File: src/rtl/gate_tt_checker_timer.sv
// Down-counting hold timer: load, count down, flag when at zero.
// Parked at zero after reset, so it reads as expired when idle.
module gate_chk_timer #(
    parameter int unsigned W = 8
) (
    input  logic         clk,
    input  logic         rst,
    input  logic         load_i,
    input  logic [W-1:0] load_val_i,
    input  logic         en_i,
    output logic         expired_o
);

    logic [W-1:0] cnt_q;
    logic [W-1:0] cnt_d;

    always_comb begin
        cnt_d = cnt_q;
        if (load_i) begin
            cnt_d = load_val_i;
        end else if (en_i && (cnt_q != '0)) begin
            cnt_d = cnt_q - 1'b1;
        end
    end

    always_ff @(posedge clk) begin
        if (rst) begin
            cnt_q <= '0;
        end else begin
            cnt_q <= cnt_d;
        end
    end

    assign expired_o = (cnt_q == '0);

endmodule

File: config.mk
export PLATFORM = sky130hd
export DESIGN_NAME = gate_chk_timer
export DESIGN_NICKNAME = d
export VERILOG_FILES = /design/src/rtl/gate_tt_checker_timer.sv
export SDC_FILE = /design/constraint.sdc
export NUM_CORES = 1
export LEC_CHECK = 0
export ABC_AREA = 1
export ABC_CLOCK_PERIOD_IN_PS = 1900
export CAP_MARGIN = 40
export CORE_AREA = 2 2 39 41
export DETAILED_ROUTE_END_ITERATION = 10
export DIE_AREA = 0 0 41 43
export PLACE_DENSITY = 0.72
export SLEW_MARGIN = 10
export SYNTH_ARGS = -nofsm -noshare
export SYNTH_HDL_FRONTEND = slang
export SYNTH_SLANG_ARGS = --single-unit
File: constraint.sdc
create_clock -name clk -period 1.9 [get_ports clk]
set_input_delay 0.285 -clock clk [delete_from_list [all_inputs] [get_ports clk]]
set_output_delay 0.285 -clock clk [all_outputs]
set_load 0.05 [all_outputs]
# == Word level (Yosys, flattened, before mapping) ==
# Cells that the tools add are included.
# classes
n_mux,2
n_addsub,1
n_reduce_logical,4
# op_table
op,n
$mux W8,2
$logic_not A8 Y1,1
$reduce_bool A8 Y1,1
$sub A8 B1 Y8 const B,1
$reduce_bool A2 Y1,1
$logic_and A1 B1 Y1,1
# word_totals
in_bits,12
output_inout_bits,1
reg_bits,8

# == Longest topological paths before layout ==
# Gate-level depths: netlist of the first run.
# logic_depth
word_depth,4
depth_mapped,10
ltp_nobuf,10

# == Worst setup path after synthesis of the first run ==
# Ideal clock, no wire load.
# synth_path
path_kind,register to register
start,reg cnt_q[0]
end,reg cnt_q[5]
path_stages_with_launch,10
slack_ps,85
setup_time_ps,109
arrival_time_ps,1706
cell_sequence,dfxtp_1 > inv_1 > ha_1 > nand2_1 > nor2_1 > nor2_1 > nand3_1 > nand3_1 > nand2_1 > inv_1
# synth_via
elab_chain_cells,3
word_cells_on_any_way,6
classes_between,add/sub (1); mux (2); reduce/logical (3)
# synth_rtl
item,line,rtl
"start, declared",14,logic [W-1:0] cnt_q;
"start signal, assigned",30,cnt_q <= cnt_d;
$sub A8 B1 Y8 or $reduce_bool A8 Y1 (tied branches),"22, 21",
$mux W8 or $logic_and A1 B1 Y1 (tied branches),21,end else if (en_i && (cnt_q != '0)) begin
$mux W8 or $reduce_bool A2 Y1 (tied branches),-,
# Several ways; a longest one is shown, not always the timed one. The select of a mux whose other input is x is not followed.
# A chain may end at the register's enable or synchronous reset.

# == Final worst setup path of the first run ==
# layout_path
start,reg cnt_q[0]
end,out expired_o
# layout_via
elab_chain_cells,1
# layout_rtl
item,line,rtl
$logic_not A8 Y1,34,assign expired_o = (cnt_q == '0);
"end, declared",11,output logic expired_o
# Every way passes these cells.

==> metrics.yaml, run 1 <==
die_area_um2: 1760
worstSetupPathType: "reg2out"
port_buffers: 12
setup_viol: 0
grt_pass1_wl_um: 2240
finalMaxSlewViolations: 0
power_frac_seq_pct: 36.3
finalPower_uw: 562
holdCritPathClass: "reg2reg"
layout_setup_ws_ns: 0.219
top_register: "cnt_q"
drt_pass1_iterations: 4
die_h_um: 43
synth_top_area_share_pct: 26.7
maxCapViolCount: 0
drt_iter0_drc: 14
gr-total-overflow: 0
clock_latency_ns: 0.26
p_sw_uw: 209
fin_util_pct: 55.6
regArea_um2: 160
slew_headroom_pct: 77.5
ir_worst_vdd_v: 0.000330
synthesis.area_um2: 601
antenna_found_initial: 0
power_frac_comb_pct: 40.1
place_congestion: 0.834
drc: 0
critPathLaunchType: "register"
n_antenna_cell: 0
cts_setup_buffers: 0
hold_buffers: 0
fin_nets: 134
synth-seq-cells: 8
intPower_uw: 353
synth_flop_cell: "dfxtp_1"
layout-drive-gt1-share_pct: 10.2
wire_per_inst_um: 10.4
clkPwrFrac_pct: 23.6
fin_tns_setup_ns: 0
yosysUniqueCellTypes: 18
period_needed_ns: 1.68
largest_reg_flops: 8
fill_cells: 141
core-area_um2: 1380
arrival_ns: 1.40
root_buffer: "clkbuf_4"
vias: 650
hold_violations: 0
tightest_slew_ns: 0.336
grtUsageTotal_pct: 19.1
finalCritPeriodShare_pct: 88.5
pin_count: 13
postRouteAntennaNets: 0
synthTopCellsByArea: "dfxtp_1, nand2_1, nand3_1, nor2_1, inv_1"
cts_max_level: 1
max_clock_freq_mhz: 595
ys_async_sr_fraction_pct: 0
post_cts_resized: 0
power_density_nw_per_um2: 731
postSynthCellCount: 104
end_kind: "primary output"
rows: 14
synth_nets: 118
area_growth_pct: 28.1
clock_skew_ns: 0.00272
multi_input_area_um2: 375
pre_cts_slack_ns: 0.312
start_util_pct: 43.4
yosysMostFrequentCell: "nand2_1"
top_regs: "cnt_q: 8 flops"
rsz0062_at_grt: "false"
clk_path_buf_depth: 2
grt_max_degree: 11
synth-edff-count: 0
netlist_top_cells_count: "nand2_1, nand3_1, nor2_1"
path_clk_slew_ns: 0.05
dp_hpwl_um: 1140
avgSynthCellArea_um2: 5.77
synth_area_leader_cell: "dfxtp_1"
cts_sinks: 8
fp.dieW_um: 41
drt-vias-per-instance: 4.85
status: "finished clean"
crit_required_ns: 1.62
p_leak_uw: 0.000394
swShare_pct: 37.2
cp_max_fo: 7
yosysWarnings: 0
grt_pass1_vias: 525
ys_seq_area_share_pct: 26.7
numCtsBuffers: 3
cts_tree: "done"
drt-total-wl_um: 1390
-- layer usage --
| layer | vias up | share of wire (%) | global-route usage (%) |
|---|---|---|---|
| met2 | 17 | 48 | 28.4 |
| met3 | 6 | 5.1 | 4.71 |
| met5 | - | 0 | 0 |
| li1 | 354 | - | - |
| met4 | 0 | 2.2 | 10.0 |
| met1 | 273 | 45 | 24.2 |
-- final cells by class --
type	count	area share [%]
timing repair buffer	12	16.9
sequential	8	20.8
multi-input combinational	79	48.8
inverter	16	7.97
clock buffer	3	2.93
tap	16	2.60
-- placed cells by master, fill, tap and decap left out --
| cell | count |
|---|---|
| nand3_1 | 15 |
| nor2_1 | 14 |
| dfxtp_1 | 8 |
| nor2_2 | 1 |
| nand2_4 | 2 |
| xnor2_1 | 1 |
| clkdlybuf4s50_1 | 11 |
| inv_2 | 2 |
| buf_12 | 1 |
| clkbuf_4 | 3 |
| o21ai_1 | 1 |
| ha_1 | 2 |
| a21oi_1 | 3 |
| nand2_2 | 2 |
| inv_1 | 13 |
| o21ai_0 | 3 |
| nand2_1 | 32 |
| clkinv_2 | 1 |
| nor3_1 | 1 |
| nand4_1 | 2 |
-- critical path, cell delays in order (launching register included) --
cell     delay, ns
dfxtp_1       0.31
inv_1         0.17
ha_1          0.20
nand2_1       0.07
nor2_1        0.22
buf_12        0.17
-- metrics by stage --
stage	cell area [um2]	cells	hold slack, ns
after global placement	747	131	0.494
after floorplan	601	104	0.354
after CTS	769	134	0.497
after detailed placement	747	131	0.488
final	769	134	0.502
after global routing	769	134	0.507
-- logic make-up after synthesis --
family	Yosys count	share of synthesized area [%]
flip-flops	8	26.7
AO/OA/AOI/OAI	7	5.83
adder cells (fa/ha/maj)	2	4.17
XOR/XNOR	1	1.46
buffers and inverters	17	10.8
AND/OR/NAND/NOR	69	51.0
-- power groups by stage --
stage               Clock (uW)  Combinational (uW)  Sequential, uW
floorplan                    0                 158             201
global placement             0                 223             207
detailed placement           0                 225             207
CTS                        139                 226             204
global route               145                 254             206
finish                     133                 226             204
-- final timing paths --
kind | start | slack, ns | endpoint | cells after the start
max | cnt_q[0]$_SDFFE_PP0P_ | 0.22 | expired_o | 5
min | cnt_q[0]$_SDFFE_PP0P_ | 0.50 | cnt_q[0]$_SDFFE_PP0P_ | 2
max reg2reg | cnt_q[0]$_SDFFE_PP0P_ | 0.48 | cnt_q[5]$_SDFFE_PP0P_ | 9
min reg2reg | cnt_q[0]$_SDFFE_PP0P_ | 0.50 | cnt_q[0]$_SDFFE_PP0P_ | 2
Power figures use the tool's default switching activity.
==> inputs of run 2 (changes only) <==
--- a/config.mk
+++ b/config.mk
@@ -11,7 +11,8 @@
 export CORE_AREA = 2 2 39 41
 export DETAILED_ROUTE_END_ITERATION = 10
 export DIE_AREA = 0 0 41 43
-export PLACE_DENSITY = 0.72
+export DONT_BUFFER_PORTS = 1
+export GPL_TIMING_DRIVEN = 0
 export SLEW_MARGIN = 10
 export SYNTH_ARGS = -nofsm -noshare
 export SYNTH_HDL_FRONTEND = slang
==> metrics.yaml, run 2 (same netlist as run 1, synthesis figures left out) <==
status: "finished clean"  # unchanged
vias: 621  # was 650
min_path_cells: 1  # was 2
clock_skew_ns: 0.00272  # about the same
pin_count: 13  # unchanged
hold_violations: 0  # unchanged
drt_pass1_iterations: 4  # unchanged
die_area_um2: 1760  # unchanged
r2r-start: "cnt_q[0]$_SDFFE_PP0P_"  # unchanged
rows: 14  # unchanged
top_regs: "cnt_q: 8 flops"  # unchanged
place_congestion: 0.783  # was 0.834
die_h_um: 43  # unchanged
cts_tree: "done"  # unchanged
root_buffer: "clkbuf_4"  # unchanged
finalCritPeriodShare_pct: 85.5  # was 88.5%
crit_required_ns: 1.62  # about the same
gr-total-overflow: 0  # unchanged
cts_sinks: 8  # unchanged
largest_reg_flops: 8  # unchanged
end_kind: "primary output"  # unchanged
r2r_cells: 10  # was 9
layout-drive-gt1-share_pct: 11.0  # was 10.2%
final_area_um2: 654  # was 769 um2
stdcell_count: 125  # was 134
critPathLaunchType: "register"  # unchanged
fin_tns_setup_ns: 0  # unchanged
setup_viol: 0  # unchanged
cts_max_level: 1  # unchanged
hold_buffers: 0  # unchanged
maxCapViolCount: 0  # unchanged
worstSetupPathType: "reg2out"  # unchanged
path_clk_slew_ns: 0.06  # was 0.05 ns
layout_commonest_cell: "nand2_1"  # unchanged
startpoint: "cnt_q[0]$_SDFFE_PP0P_"  # unchanged
cts_setup_buffers: 0  # unchanged
finalMaxSlewViolations: 0  # unchanged
n_antenna_cell: 0  # unchanged
drc: 0  # unchanged
ir_worst_vdd_v: 0.000370  # was 0.000330 V
fin_nets: 125  # was 134
tightest_slew_ns: 0.414  # was 0.336 ns
power_density_nw_per_um2: 797  # was 731 nW/um2
placed_cells: 122  # was 131
dp_hpwl_um: 992  # was 1140 um
arrival_ns: 1.34  # was 1.40 ns
numCtsBuffers: 3  # unchanged
drt_iter0_drc: 14  # unchanged
finalPower_uw: 521  # was 562 uW
holdCritPathClass: "in2reg"  # was reg2reg
port_buffers: 0  # was 12
clock_latency_ns: 0.25  # was 0.26 ns
top_register: "cnt_q"  # unchanged
pre_cts_slack_ns: 0.533  # was 0.312 ns
area_growth_pct: 8.96  # was 28.1%
grt_pass1_wl_um: 2020  # was 2240 um
rsz0062_at_grt: "false"  # unchanged
cp_max_fo: 7  # unchanged
post_cts_resized: 0  # unchanged
grtUsageTotal_pct: 17.0  # was 19.1%
layout_common_cells: "nand2_1, nand3_1, nor2_1"  # unchanged
hold_start: "rst"  # was cnt_q[0]$_SDFFE_PP0P_
drt-vias-per-instance: 4.97  # was 4.85
grt_pass1_vias: 519  # was 525
slew_headroom_pct: 72.4  # was 77.5%
postRouteAntennaNets: 0  # unchanged
layout_setup_ws_ns: 0.275  # was 0.219 ns
antenna_found_initial: 0  # unchanged
start_util_pct: 43.4  # unchanged
fp.dieW_um: 41  # unchanged
drt-total-wl_um: 1270  # was 1390 um
max_clock_freq_mhz: 615  # was 595 MHz
p_leak_uw: 0.000350  # was 0.000394 uW
placed_area_um2: 632  # was 747 um2
wire_per_inst_um: 10.1  # was 10.4 um
clk_path_buf_depth: 2  # unchanged
core-area_um2: 1380  # unchanged
grt_max_degree: 11  # unchanged
period_needed_ns: 1.63  # was 1.68 ns
run 2: changes by cell type in the layout (fill, tap and decap cells not counted):
| cell | before | now |
|---|---|---|
| clkbuf_1 | 0 | 1 |
| buf_12 | 1 | 0 |
| clkdlybuf4s50_1 | 11 | 0 |
| buf_4 | 0 | 1 |
| buf_1 | 0 | 1 |
run 2: report_power, final:
| group | leakage (uW) | internal [uW] | total (uW) | switching, uW |
|---|---|---|---|---|
| clock network | 0.0000138 | 72.3 | 130 | 57.7 |
| registers | 0.0000663 | 185 | 202 | 17.4 |
| logic | 0.000270 | 69.4 | 189 | 120 |
run 2: worst paths after layout:
check	endpoint	slack, ns
hold / removal	cnt_q[4]$_SDFFE_PP0P_	0.1
setup reg to reg	cnt_q[6]$_SDFFE_PP0P_	0.54
setup / recovery	expired_o	0.27
hold reg to reg	cnt_q[0]$_SDFFE_PP0P_	0.49
run 2: final cells by class:
class	count	area [um2]
clock buffers	3	22.5
flip-flops and latches	8	160
well taps	16	20.0
plain buffers	1	3.75
inverters	16	61.3
repair buffers	2	11.3
fillers	172	729
multi-input cells	79	375
run 2: worst max-delay path, cell delays in order, from the launching register on:
cell,delay (ns)
dfxtp_1,0.30
inv_1,0.16
ha_1,0.19
nand2_1,0.07
nor2_1,0.15
buf_4,0.22
run 2: layer usage:
layer	wire length, um	track usage (%)
met4	17	10.0
met3	44	3.14
met2	574	23.8
met5	0	0
met1	632	23.4
run 2: metrics by stage:
stage               util (%)  hold slack [ns]
floorplan                  -            0.354
global placement        44.8            0.356
detailed placement      45.7            0.359
CTS                     47.3           0.0868
global route            47.3           0.0765
finish                  47.3           0.0952
==> inputs of run 3 (changes only) <==
--- a/config.mk
+++ b/config.mk
@@ -12,7 +12,6 @@
 export DETAILED_ROUTE_END_ITERATION = 10
 export DIE_AREA = 0 0 41 43
 export DONT_BUFFER_PORTS = 1
-export GPL_TIMING_DRIVEN = 0
 export SLEW_MARGIN = 10
 export SYNTH_ARGS = -nofsm -noshare
 export SYNTH_HDL_FRONTEND = slang
==> metrics.yaml, run 3 (same netlist as run 1, synthesis figures left out) <==
status: "finished clean"  # unchanged
min_to: "cnt_q[7]$_SDFFE_PP0P_"  # was cnt_q[4]$_SDFFE_PP0P_
power_frac_comb_pct: 36.3  # about the same
critPathSlowestCell: "dfxtp_1"  # unchanged
fill_cells: 154  # was 172
min_path_cells: 1  # unchanged
critPathLaunchType: "register"  # unchanged
die_h_um: 43  # unchanged
period_needed_ns: 1.61  # was 1.63 ns
crit_required_ns: 1.62  # about the same
pin_count: 13  # unchanged
use_met3_pct: 3.14  # unchanged
setup_viol: 0  # unchanged
hold_start: "rst"  # unchanged
root_buffer: "clkbuf_4"  # unchanged
stdcell_count: 123  # was 125
finalMaxSlewViolations: 0  # unchanged
slew_headroom_pct: 84.1  # was 72.4%
path_clk_slew_ns: 0.05  # was 0.06 ns
intPower_uw: 325  # was 326 uW
fin_tns_setup_ns: 0  # unchanged
gr-total-overflow: 0  # unchanged
drt_iter0_drc: 14  # unchanged
placed_cells: 120  # was 122
busiest_layer: "met2"  # unchanged
hold_buffers: 0  # unchanged
pre_cts_slack_ns: 0.559  # was 0.533 ns
wire_per_inst_um: 10.3  # was 10.1 um
clk_path_buf_depth: 2  # unchanged
cts_tree: "done"  # unchanged
max_clock_freq_mhz: 623  # was 615 MHz
grt_max_degree: 11  # unchanged
r2r-end: "cnt_q[1]$_SDFFE_PP0P_"  # was cnt_q[6]$_SDFFE_PP0P_
r2r_slack_ns: 0.58  # was 0.54 ns
path_cells: "inv_1, ha_1, nand2_1, nor2_1, buf_4"  # unchanged
grtUsageTotal_pct: 18.0  # was 17.0%
arrival_ns: 1.32  # was 1.34 ns
dp_hpwl_um: 1050  # was 992 um
swShare_pct: 36.8  # was 37.4%
holdCritPathClass: "in2reg"  # unchanged
p_sw_uw: 189  # was 195 uW
largest_reg_flops: 8  # unchanged
post_cts_resized: 0  # unchanged
layout_commonest_cell: "nand2_1"  # unchanged
cp_max_fo: 7  # unchanged
drt-vias-per-instance: 4.93  # was 4.97
hold_violations: 0  # unchanged
vias: 606  # was 621
numCtsBuffers: 3  # unchanged
core-area_um2: 1380  # unchanged
r2r-start: "cnt_q[0]$_SDFFE_PP0P_"  # unchanged
r2r_cells: 10  # unchanged
start_util_pct: 43.4  # unchanged
n_antenna_cell: 0  # unchanged
crit_family: "buffers and inverters"  # unchanged
fin_nets: 123  # was 125
area_growth_pct: 7.71  # was 8.96%
grt_pass1_wl_um: 2150  # was 2020 um
worstSetupPathType: "reg2out"  # unchanged
layout-drive-gt1-share_pct: 11.2  # was 11.0%
postRouteAntennaNets: 0  # unchanged
finalPower_uw: 513  # was 521 uW
maxCapViolCount: 0  # unchanged
clock_skew_ns: 0.00220  # was 0.00272 ns
rsz0062_at_grt: "false"  # unchanged
top_regs: "cnt_q: 8 flops"  # unchanged
end_kind: "primary output"  # unchanged
clkPwrFrac_pct: 24.1  # was 24.9%
met2_usage_pct: 25.3  # was 23.8%
place_congestion: 0.847  # was 0.783
fp.dieW_um: 41  # unchanged
grt_pass1_vias: 549  # was 519
power_density_nw_per_um2: 794  # was 797 nW/um2
finalCritPeriodShare_pct: 84.5  # was 85.5%
cts_sinks: 8  # unchanged
ir_worst_vdd_v: 0.000405  # was 0.000370 V
grt_use_met1_pct: 25.1  # was 23.4%
drt-total-wl_um: 1270  # about the same
cts_setup_buffers: 0  # unchanged
p_leak_uw: 0.000348  # was 0.000350 uW
antenna_found_initial: 0  # unchanged
rows: 14  # unchanged
port_buffers: 0  # unchanged
max_stage_delay_ns: 0.30  # about the same
layout_common_cells: "nand2_1, nand3_1, nor2_1"  # unchanged
fin_util_pct: 46.7  # was 47.3%
clock_latency_ns: 0.25  # about the same
path_buf_inv: 2  # unchanged
top_register: "cnt_q"  # unchanged
drt_pass1_iterations: 4  # unchanged
layout_setup_ws_ns: 0.294  # was 0.275 ns
tightest_slew_ns: 0.238  # was 0.414 ns
power_frac_seq_pct: 39.6  # was 38.8%
cts_max_level: 1  # unchanged
die_area_um2: 1760  # unchanged
drc: 0  # unchanged
-- run 3: metal layers --
metal,vias to the layer above,part of all wire [%]
met5,-,0
met4,0,0.71
met3,2,3.5
met2,12,47
met1,260,49
li1,332,-
-- run 3: metrics by stage --
stage | instance area [um2] | hold slack, ns
floorplan | 601 | 0.354
global placement | 624 | 0.359
detailed placement | 624 | 0.359
CTS | 647 | 0.0918
global route | 647 | 0.0889
finish | 647 | 0.103
-- run 3: how the worst max path moves through the flow --
stage	startpoint	endpoint	slack, ns	cells past startpoint
after global placement	cnt_q[0]$_SDFFE_PP0P_	expired_o	0.58	5
after detailed placement	cnt_q[0]$_SDFFE_PP0P_	expired_o	0.56	5
after floorplan	cnt_q[0]$_SDFFE_PP0P_	cnt_q[5]$_SDFFE_PP0P_	0.09	9
after CTS	cnt_q[0]$_SDFFE_PP0P_	expired_o	0.28	5
after global routing	cnt_q[0]$_SDFFE_PP0P_	expired_o	0.19	5
final	cnt_q[0]$_SDFFE_PP0P_	expired_o	0.29	5
-- run 3: power by group through the flow --
stage | clock [uW] | combinational (uW) | sequential [uW]
2_1_floorplan | 0 | 158 | 201
3_3_place_gp | 0 | 186 | 207
3_5_place_dp | 0 | 187 | 206
4_1_cts | 131 | 188 | 203
5_1_grt | 138 | 219 | 206
6_report | 124 | 186 | 203
-- run 3: final cells by class --
type / instances / area, um2 / area share, %
Clock buffer: 3 / 22.5 / 3.48
Inverter: 16 / 61.3 / 9.48
Multi-Input combinational cell: 79 / 375 / 58.0
Sequential cell: 8 / 160 / 24.8
Tap cell: 16 / 20.0 / 3.09
Timing Repair Buffer: 1 / 7.51 / 1.16
-- run 3: worst reg2reg max path, stage by stage, from the launching register on --
cell and delay, ns:
dfxtp_1 0.32, inv_1 0.10, ha_1 0.21, nand2_1 0.09, inv_1 0.05, nand2_2 0.08
nand2_4 0.07, nand2_4 0.09, clkinv_2 0.08, nor2_1 0.08, nor2_1 0.05
==> RTL change: new RTL, config.mk and constraints of run 1 <==
Add an input register stage for `load_val_i`; this delays it by one clock. The other inputs are not delayed to match.
--- a/src/rtl/gate_tt_checker_timer.sv
+++ b/src/rtl/gate_tt_checker_timer.sv
@@ -11,13 +11,19 @@
     output logic         expired_o
 );
 
+    logic [W-1:0] load_val_q;
+
+    always_ff @(posedge clk) begin
+        load_val_q <= load_val_i;
+    end
+
     logic [W-1:0] cnt_q;
     logic [W-1:0] cnt_d;
 
     always_comb begin
         cnt_d = cnt_q;
         if (load_i) begin
-            cnt_d = load_val_i;
+            cnt_d = load_val_q;
         end else if (en_i && (cnt_q != '0)) begin
             cnt_d = cnt_q - 1'b1;
         end
Formal check against the unedited RTL: not equivalent (a bounded check fails within 4 cycles, from zero or initial values and one cycle with rst high).
==> RTL change against run 1 <==
Clock power increased by 60%. First-iteration DRC count shrank 14%. Sequential cell count is 8 higher. Cell count rose by 6.7%. Hold slack got worse by 0.062 ns. Synthesized area grew 27%. Design area rose by 23%. Power rose by 46%. Wire length rose by 0.50%. Worst setup slack worse by 0.0024 ns. Largest cell class unchanged. Highest routed layer unchanged.
==> RTL change: results (changes against run 1) <==
placed_design:
  port_buffers: 12  # unchanged
  dp_worst_setup_slack_ns: 0.318  # +0.00660 ns
  dp_hpwl_um: 1180  # +3.7%
  dp_cells: 139  # +6.1%
  placedInstanceArea_um2: 907  # +21%
  routabilityCongestion: 0.897  # +7.5%
global_route:
  grt.total_usage_pct: 19.3  # +0.17 points
  grt_pass1_vias: 609  # +16%
  grt_max_degree: 11  # unchanged
  grt_pass1_wl_um: 2300  # +2.5%
  antenna_found_initial: 0  # unchanged
synth:
  synthCells: 112  # +7.7%
  synth.top_cells.by_area: "dfxtp_1, nand2_1, nand3_1"
  syn_nets: 126  # +6.8%
  synth_common_cells: "nand2_1, dfxtp_1, nand3_1"
  async_flop_share_pct: 0  # unchanged
  seq_area_frac_synth_pct: 42.1  # +15 points
layout:
  drive_gt1_share_pct: 10.2  # +0.067 points
  top_regs: "cnt_q: 8 flops, load_val_q: 8 flops"
  antenna_cells: 0  # unchanged
  fin_cells: 143  # +6.7%
clocking:
  clkTransAtPathRegs_ns: 0.09  # +0.04 ns
  cts-buffers-inserted: 3  # unchanged
  htreeDepth: 1  # unchanged
  clockBufferDepth: 2  # unchanged
  cts_root_buf: "clkbuf_4"
  post_cts_buffers: 0  # unchanged
  clock_latency_ns: 0.28  # +0.02 ns
  ctsResizeCount: 0  # unchanged
drt:
  wl_per_cell_um: 9.78  # -5.8%
  viasPerCell: 5.07  # +4.5%
  drtPass1Iterations: 5  # +1
  drt_iter0_drc: 12  # -2
pwr:
  worst_ir_drop_vdd_mv: 0.686  # +110%
  switchingPower_mw: 0.249  # +19%
  power.leakage_nw: 0.469  # +19%
min_path:
  hp-class: "input pin to flip-flop"
run_status:
  status: "completed"
timing:
  worst_slew_pin_slew_ns: 0.331  # -0.00514 ns
  fin_skew_ns: 0.00575  # +0.00303 ns
critical_path:
  critPathArrivalTime_ns: 1.40  # about the same
RTL change: changes by cell type after synthesis:
cell            run 1  this run
dfxtp_1             8        16
RTL change: routing by layer:
layer  track usage (%)  vias up  wire (µm)
li1                  -      384          -
met1              22.3      320        603
met2              31.9       18        724
met3              4.71        3         53
met4              8.00        0         17
met5                 0        -          0
RTL change: path summary, 6_finish.rpt:
| path | end | startpoint | cells past startpoint | slack, ns |
|---|---|---|---|---|
| min reg2reg | cnt_q[0] | cnt_q[0] | 2 | 0.51 |
| max | expired_o | cnt_q[0] | 5 | 0.22 |
| max reg2reg | cnt_q[5] | cnt_q[0] | 9 | 0.51 |
| min | load_val_q[2] | load_val_i[2] | 1 | 0.44 |
RTL change: area by class of cell:
class                           instances  area (µm²)
Timing Repair Buffer                   12         130
Inverter                               16        61.3
Sequential cell                        16         320
Multi-Input combinational cell         79         375
Fill cell                             128         440
Clock buffer                            4        36.3
Tap cell                               16        20.0
RTL change: critical path: stages, from the launching register on:
cell     delay (ns)
dfxtp_1        0.32
inv_1          0.16
ha_1           0.18
nand2_1        0.07
nor2_1         0.22
buf_12         0.17
RTL change: power groups by stage:
stage	Combinational [mW]	Clock [mW]	Sequential [mW]
final	0.226	0.213	0.382
after global routing	0.254	0.236	0.385
after CTS	0.227	0.219	0.382
after detailed placement	0.227	0	0.390
after global placement	0.224	0	0.390
after floorplan	0.158	0	0.384
RTL change: cell families (layout without fill, tap and decap cells):
logic type / count (synthesis) / after routing / share of synthesized area (%)
simple gates: 69 / 69 / 40.3
buf+inv: 17 / 32 / 8.55
flops: 16 / 16 / 42.1
compound gates: 7 / 7 / 4.60
fa+ha+maj: 2 / 2 / 3.29
xor+xnor: 1 / 1 / 1.15
